[config.mk]
export PLATFORM = sky130hd
export DESIGN_NAME = packet_injector
export DESIGN_NICKNAME = d
export VERILOG_FILES = /design/src/rtl/noc_pkg.sv /design/src/rtl/packet_injector_flit_serializer.sv /design/src/rtl/packet_injector.sv
export SDC_FILE = /design/constraint.sdc
export NUM_CORES = 1
export LEC_CHECK = 0
export ABC_AREA = 0
export CAP_MARGIN = 10
export CORE_MARGIN = 1
export CORE_UTILIZATION = 40
export DETAILED_ROUTE_END_ITERATION = 10
export GPL_TIMING_DRIVEN = 0
export PLACE_DENSITY = 0.69
export SKIP_LAST_GASP = 1
export SYNTH_ARGS = -nofsm -noshare
export SYNTH_HDL_FRONTEND = slang
export SYNTH_SLANG_ARGS = --single-unit
[constraint.sdc]
create_clock -name clk -period 3.35 [get_ports clk]
set_clock_uncertainty 0.15 [all_clocks]
set_input_delay 1.005 -clock clk [delete_from_list [all_inputs] [get_ports clk]]
set_output_delay 1.005 -clock clk [all_outputs]
set_load 0.01 [all_outputs]
[src/rtl/noc_pkg.sv]
// Shared NoC definitions: router address type and N/E/S/W direction encodings,
// used by the packet injector and the per-port header detector.
package noc_pkg;

    localparam int ADDR_WIDTH = 2;

    typedef logic [ADDR_WIDTH-1:0] addr_t;

    localparam addr_t DIR_N = 2'b00;
    localparam addr_t DIR_E = 2'b01;
    localparam addr_t DIR_S = 2'b10;
    localparam addr_t DIR_W = 2'b11;

    // Flit index counter width; a single-flit packet still needs one bit.
    function automatic int idx_width(input int num_flits);
        if (num_flits > 1) begin
            return $clog2(num_flits);
        end else begin
            return 1;
        end
    endfunction

endpackage

[src/rtl/packet_injector_flit_serializer.sv]
// Holds one packet payload and walks a flit index across it, presenting the
// current flit slice and a flag marking the final flit.
module flit_serializer
    import noc_pkg::*;
#(
    parameter int FLIT_WIDTH = 8,
    parameter int NUM_FLITS  = 4
) (
    input  logic                            clk,
    input  logic                            rst_n,
    input  logic                            load,
    input  logic                            advance,
    input  logic [FLIT_WIDTH*NUM_FLITS-1:0] payload,
    output logic [FLIT_WIDTH-1:0]           flit_data,
    output logic                            flit_last
);

    localparam int                IDX_W    = idx_width(NUM_FLITS);
    localparam int                PAY_W    = FLIT_WIDTH * NUM_FLITS;
    localparam logic [IDX_W-1:0]  LAST_IDX = IDX_W'(NUM_FLITS - 1);

    logic [PAY_W-1:0] payload_q, payload_d;
    logic [IDX_W-1:0] idx_q, idx_d;

    assign flit_last = (idx_q == LAST_IDX);
    assign flit_data = payload_q[FLIT_WIDTH*int'(idx_q) +: FLIT_WIDTH];

    // Next payload/index: capture on load, step on each accepted flit.
    always_comb begin
        payload_d = payload_q;
        idx_d     = idx_q;
        if (load) begin
            payload_d = payload;
            idx_d     = {IDX_W{1'b0}};
        end else if (advance) begin
            if (flit_last) begin
                idx_d = {IDX_W{1'b0}};
            end else begin
                idx_d = idx_q + IDX_W'(1);
            end
        end else begin
            idx_d = idx_q;
        end
    end

    // Payload and index registers.
    always_ff @(posedge clk) begin
        if (!rst_n) begin
            payload_q <= {PAY_W{1'b0}};
            idx_q     <= {IDX_W{1'b0}};
        end else begin
            payload_q <= payload_d;
            idx_q     <= idx_d;
        end
    end

endmodule

[src/rtl/packet_injector.sv]
// Accepts packet descriptors and drives their flits onto one router input link,
// holding the destination header; packets for the local router are dropped.
module packet_injector
    import noc_pkg::*;
#(
    parameter int FLIT_WIDTH = 8,
    parameter int NUM_FLITS  = 4,
    parameter int CNT_WIDTH  = 8
) (
    input  logic                            clk,
    input  logic                            rst_n,
    input  logic [ADDR_WIDTH-1:0]           local_addr,
    input  logic                            in_valid,
    output logic                            in_ready,
    input  logic [ADDR_WIDTH-1:0]           in_dest,
    input  logic [FLIT_WIDTH*NUM_FLITS-1:0] in_payload,
    output logic                            link_valid,
    input  logic                            link_ready,
    output logic [ADDR_WIDTH-1:0]           link_header,
    output logic [FLIT_WIDTH-1:0]           link_data,
    output logic                            link_last,
    output logic                            self_drop,
    output logic [CNT_WIDTH-1:0]            pkt_count
);

    typedef enum logic {
        S_IDLE = 1'b0,
        S_SEND = 1'b1
    } state_e;

    state_e                state_q, state_d;
    addr_t                 dest_q, dest_d;
    logic [CNT_WIDTH-1:0]  pkt_count_q, pkt_count_d;
    logic                  self_drop_q, self_drop_d;
    logic                  load_s;
    logic                  advance_s;
    logic                  flit_last_s;

    flit_serializer #(
        .FLIT_WIDTH (FLIT_WIDTH),
        .NUM_FLITS  (NUM_FLITS)
    ) u_serializer (
        .clk       (clk),
        .rst_n     (rst_n),
        .load      (load_s),
        .advance   (advance_s),
        .payload   (in_payload),
        .flit_data (link_data),
        .flit_last (flit_last_s)
    );

    // Link-side outputs decode only from registers, so link_ready never reaches in_ready.
    assign in_ready    = (state_q == S_IDLE);
    assign link_valid  = (state_q == S_SEND);
    assign link_last   = (state_q == S_SEND) && flit_last_s;
    assign link_header = dest_q;
    assign self_drop   = self_drop_q;
    assign pkt_count   = pkt_count_q;

    // Next-state logic: descriptor intake in IDLE, flit handshakes in SEND.
    always_comb begin
        state_d     = state_q;
        dest_d      = dest_q;
        pkt_count_d = pkt_count_q;
        self_drop_d = 1'b0;
        load_s      = 1'b0;
        advance_s   = 1'b0;
        case (state_q)
            S_IDLE: begin
                if (in_valid) begin
                    if (in_dest == local_addr) begin
                        self_drop_d = 1'b1;
                    end else begin
                        dest_d  = in_dest;
                        load_s  = 1'b1;
                        state_d = S_SEND;
                    end
                end else begin
                    state_d = S_IDLE;
                end
            end
            S_SEND: begin
                if (link_ready) begin
                    advance_s = 1'b1;
                    if (flit_last_s) begin
                        pkt_count_d = pkt_count_q + CNT_WIDTH'(1);
                        state_d     = S_IDLE;
                    end else begin
                        state_d = S_SEND;
                    end
                end else begin
                    state_d = S_SEND;
                end
            end
            default: begin
                state_d = S_IDLE;
            end
        endcase
    end

    // FSM and control registers.
    always_ff @(posedge clk) begin
        if (!rst_n) begin
            state_q     <= S_IDLE;
            dest_q      <= DIR_N;
            pkt_count_q <= {CNT_WIDTH{1'b0}};
            self_drop_q <= 1'b0;
        end else begin
            state_q     <= state_d;
            dest_q      <= dest_d;
            pkt_count_q <= pkt_count_d;
            self_drop_q <= self_drop_d;
        end
    end

endmodule

# Word-level counts from Yosys, hierarchy flattened
# Index checks and enable logic that the tools add are counted.
totals:
  out_inout_bits: 22
  reg_bits: 46
  wordCells: 30
classes:
  shift: 1
  n_eq_ne: 2
  bitwise_logic: 4
  muxes: 10
  reduce_logical: 5
  add_sub_neg: 2
op_table:
  columns: ["cell", "n"]
  rows:
  - ["32-bit by 6-bit variable part select with 8-bit output", 1]
  - ["8-bit by 1-bit adder with 8-bit output (second input constant)", 1]
  - ["1-bit two-way mux", 8]
  - ["3-bit AND reduction", 2]
  - ["1-bit inverter", 4]
  - ["3-bit OR reduction", 1]
  - ["2-bit by 1-bit adder with 2-bit output (second input constant)", 1]
  - ["2-bit == test", 1]
  - ["2-bit == test (second input constant)", 1]
  - ["2-bit two-way mux", 1]
  - ["1-bit case mux with 2 select lines", 1]
  - ["2-bit OR reduction", 1]
  - ["1-bit logical AND", 1]

# Logic depth before layout (Yosys ltp)
# Gate-level depths: netlist of the first run.
depth:
  ltp_word: 5
  depth_mapped: 5
  mapped_depth_nobuf: 4

# By module
# From an unflattened synthesis of the first run, not the netlist that was laid out.
hier_totals:
  hier_cells: 183
  hier_area_um2: 2058.2
by_module_without_submodules:
  columns: ["mod", "cells_each", "seq_area_each_um2", "area_each_um2", "n_inst"]
  rows:
  - ["flit_serializer", 122, 680.7, 1507.7, 1]
  - ["packet_injector", 61, 240.2, 550.5, 1]

# Worst setup path after synthesis of the first run
# Ideal clock, no wire load.
synth_path:
  path_type: "reg2out"
  start: "register u_serializer.idx_q[1]"
  end: "output port link_data[0]"
  path_stages_with_launch: 3
  arrival_time_ps: 1106
  required_time_ps: 2195
  path_buffers: 1
  path_slack_ps: 1089
  path_cell_list: "dfxtp_1 -> buf_2 -> mux4_2"
synth_via:
  elab_chain_len: 1
synth_lines:
  columns: ["element", "line_no", "rtl"]
  rows:
  - ["from (decl)", "packet_injector_flit_serializer.sv:23", "logic [IDX_W-1:0] idx_q, idx_d;"]
  - ["from (signal assigned)", "packet_injector_flit_serializer.sv:50", "idx_q <= {IDX_W{1'b0}};"]
  - ["from (signal assigned)", "packet_injector_flit_serializer.sv:53", "idx_q <= idx_d;"]
  - ["32-bit by 6-bit variable part select with 8-bit output", "packet_injector_flit_serializer.sv:26", "assign flit_data = payload_q[FLIT_WIDTH*int'(idx_q) +: FLIT_WIDTH];"]
  - ["to (decl)", "packet_injector.sv:20", "output logic [FLIT_WIDTH-1:0] link_data,"]
# No other way between the ends.

# Final worst setup path of the first run
layout_path:
  start: "register u_serializer.idx_q[1]"
  end: "output port link_data[5]"
# Same word-level chain as after synthesis.

==> flow_metrics.tcl, run 1 <==
set metrics [dict create \
    synth_simple_gate_area_share_pct 19.1 \
    crit_path_end_kind "output port" \
    cpPeakStageDelay_ns 0.57 \
    setup-tns-final_ns 0 \
    syn_nets 263 \
    reg2reg_slack_ns 1.73 \
    fin_cells 359 \
    start_kind "flop" \
    core_um2 5070 \
    wl_per_cell_um 13.2 \
    row_count 26 \
    initial_utilization_pct 41.5 \
    max-vdd-ir-drop_mv 0.197 \
    dieArea_um2 5560 \
    clk_path_buf_depth 2 \
    drc_errors 0 \
    finalInstanceArea_um2 2880 \
    pwr_density_cell_nw_per_um2 389 \
    avgSynthCellArea_um2 9.53 \
    timing.critical_path.buf_inv 2 \
    min_path_cells 2 \
    via_per_inst 4.84 \
    cp_max_fo 9 \
    place_area_um2 2810 \
    p_clk_share_pct 28.5 \
    ys_types 26 \
    grt_pass1_wl_um 7980 \
    ant_nets 0 \
    period_share_pct 94.0 \
    power.total_w 0.00112 \
    min_period_ns 3.15 \
    cts_buffers 5 \
    min_to "u_serializer.payload_q[11]" \
    yosysWarnings 0 \
    tightest_slew_ns 0.569 \
    cp_slowest_cell "mux4_2" \
    arrival_ns 2.00 \
    firstDrtPassIters 4 \
    hold_path.class "flop to flop" \
    rsz0062_at_grt "false" \
    switching_share_pct 24.9 \
    antenna_found_initial 0 \
    drt_iter0_markers 65 \
    hold_viol 0 \
    crit_type "flop to output port" \
    netlist_area_um2 2110 \
    layout.nets 331 \
    pwr-share-seq_pct 53.1 \
    n_fill_cell 480 \
    grt_usage_pct 19.7 \
    rr_startpoint "u_serializer.idx_q[0]" \
    die_w_um 74.6 \
    whs_ns 0.306 \
    die_h_um 74.6 \
    synthMuxAreaShare_pct 27.1 \
    r2r_end "pkt_count[5]" \
    grt_overflow 0 \
    report.final.slew_viol_count 0 \
    ff2ff_path_depth 4 \
    pin_count 62 \
    slew_headroom_pct 62.0 \
    wl_met1_um 2190 \
    num_antenna_cells 0 \
    status "complete, no violations" \
    clock-sinks 46 \
    cts-root-buf "clkbuf_8" \
    synth-seq-cells 46 \
    dpl.hpwl_um 3420 \
    gp_congestion 0.766 \
    max_freq_ghz 0.317 \
    dp_cells 352 \
    layout-drive-gt1-share_pct 7.96 \
    synth-xor-area-share_pct 1.66 \
    holdBufCountCts 0 \
    path_clk_slew_ns 0.09 \
    insertion_delay_ns 0.29 \
    combPwrFrac_pct 18.4 \
    grt_max_degree 13 \
    setup_viol 0 \
    syn_inst 221 \
    cts_tree "done" \
    power_switching_w 0.000279 \
    post_cts_buffers 0 \
    wl_um 4750 \
    intPower_w 0.000841 \
    required_ns 2.19 \
    wl_met2_um 2330 \
    area_delta_synth_final_pct 36.8 \
    wl_met3_um 197 \
    ctsHtreeMaxLevel 2 \
    maxUsedRoutingLayer "met4" \
    ys_seq_area_share_pct 43.7 \
    cp_cell_sequence "buf_2 > mux4_2 > clkdlybuf4s50_1" \
    final_cell_mix "nand2_1 (74), clkdlybuf4s50_1 (61), dfxtp_1 (46)" \
    critPathTopFamily "buffers and inverters" \
    synth_top_family_by_area "multiplexers" \
    io_buffers 61 \
    hp-start "u_serializer.payload_q[11]" \
    vias 1739 \
    leakagePower_nw 1.10 \
    drv_cap 0 \
    grt_pass1_vias 1730 \
    synth_fa_ha_area_share_pct 1.19 \
    final_common_cell "nand2_1" \
    synth_compound_area_share_pct 2.49 \
    post_cts_resized 0 \
]
-- kinds of logic (layout without fill, tap and decap cells) --
logic type | after synthesis | count (layout)
xor gates and xnor gates | 4 | 4
and+or+nand+nor | 95 | 95
adders and majority gates | 2 | 2
buffers and inverters | 18 | 86
muxes | 47 | 47
AOI/OAI and AO/OA | 9 | 9
DFF | 46 | 46
-- stage by stage --
stage / utilization, % / setup WS [ns]
after floorplan: - / 1.09
after global placement: 55.3 / 0.522
after detailed placement: 55.3 / 0.506
after CTS: 56.8 / 0.176
after global routing: 56.8 / 0.106
final: 56.8 / 0.200
-- registers in the layout, indices dropped and copies added, names as in the netlist --
signal and count:
pkt_count 8, link_header 2, u_serializer.idx_q 2, self_drop 1
link_valid 1, u_serializer.payload_q 32
-- worst max path at each step --
stage                     cells past startpoint             startpoint  slack (ns)            to
after floorplan                               2  u_serializer.idx_q[1]        1.09  link_data[0]
after global placement                        3  u_serializer.idx_q[1]        0.52  link_data[0]
after detailed placement                      3  u_serializer.idx_q[1]        0.51  link_data[5]
after CTS                                     3  u_serializer.idx_q[1]        0.18  link_data[5]
after global routing                          3  u_serializer.idx_q[1]        0.11  link_data[5]
final                                         3  u_serializer.idx_q[1]        0.20  link_data[5]
-- area by class of cell --
type | count | area, µm² | area share, %
plain buffers | 14 | 86.3 | 3.00
clock buffers | 7 | 76.3 | 2.65
inverters | 4 | 15.0 | 0.521
multi-input cells | 157 | 1080 | 37.6
flip-flops and latches | 46 | 921 | 32.0
well taps | 70 | 87.6 | 3.04
repair buffers | 61 | 611 | 21.2
-- power by group through the flow --
stage	Clock, W	Sequential, W	Combinational (W)
after floorplan	0	0.000604	0.000112
after global placement	0	0.000606	0.000206
after detailed placement	0	0.000607	0.000208
after CTS	0.000326	0.000595	0.000209
after global routing	0.000350	0.000599	0.000225
final	0.000319	0.000595	0.000207
-- Yosys cell counts (all sizes together) --
cell type	number	share of area, %
or3	2	0.59
nand3	3	0.71
a21oi	4	0.95
inv	3	0.53
mux4	8	8.6
clkinv	1	0.18
xor2	4	1.7
o31ai	1	0.36
o21ai	3	0.71
or4	1	0.36
mux2i	39	19
buf	9	3.2
nand2	74	13
nand2b	3	0.89
ha	2	1.2
nor4	3	0.89
dfxtp	46	44
nand4	2	0.89
clkbuf	5	0.89
nor2	4	0.71
nor3	2	0.48
and2	1	0.36
o21ba	1	0.48
-- per-layer routing --
layer / vias to the layer above / GRT usage (%)
li1: 881 / -
met3: 4 / 4.74
met4: 0 / 5.66
met5: - / 0
met1: 804 / 24.9
met2: 50 / 33.5
-- worst register-to-register path, cell delays in order (launching register included) --
cell,delay (ns)
dfxtp_1,0.34
ha_1,0.25
nand4_2,0.16
or4_1,0.52
a21oi_1,0.14
(Power assumes the default switching activity.)
==> inputs of run 2 (changes only) <==
Settings changed: SLEW_MARGIN set to 20.
==> results of run 2 <==
Same layout as run 1: the final DEF is identical, and so are final timing and power.
==> inputs of run 3 (changes only) <==
Settings changed: CAP_MARGIN 10 to 20.
==> results of run 3 <==
Same layout as run 1: the final DEF is identical, and so are final timing and power.
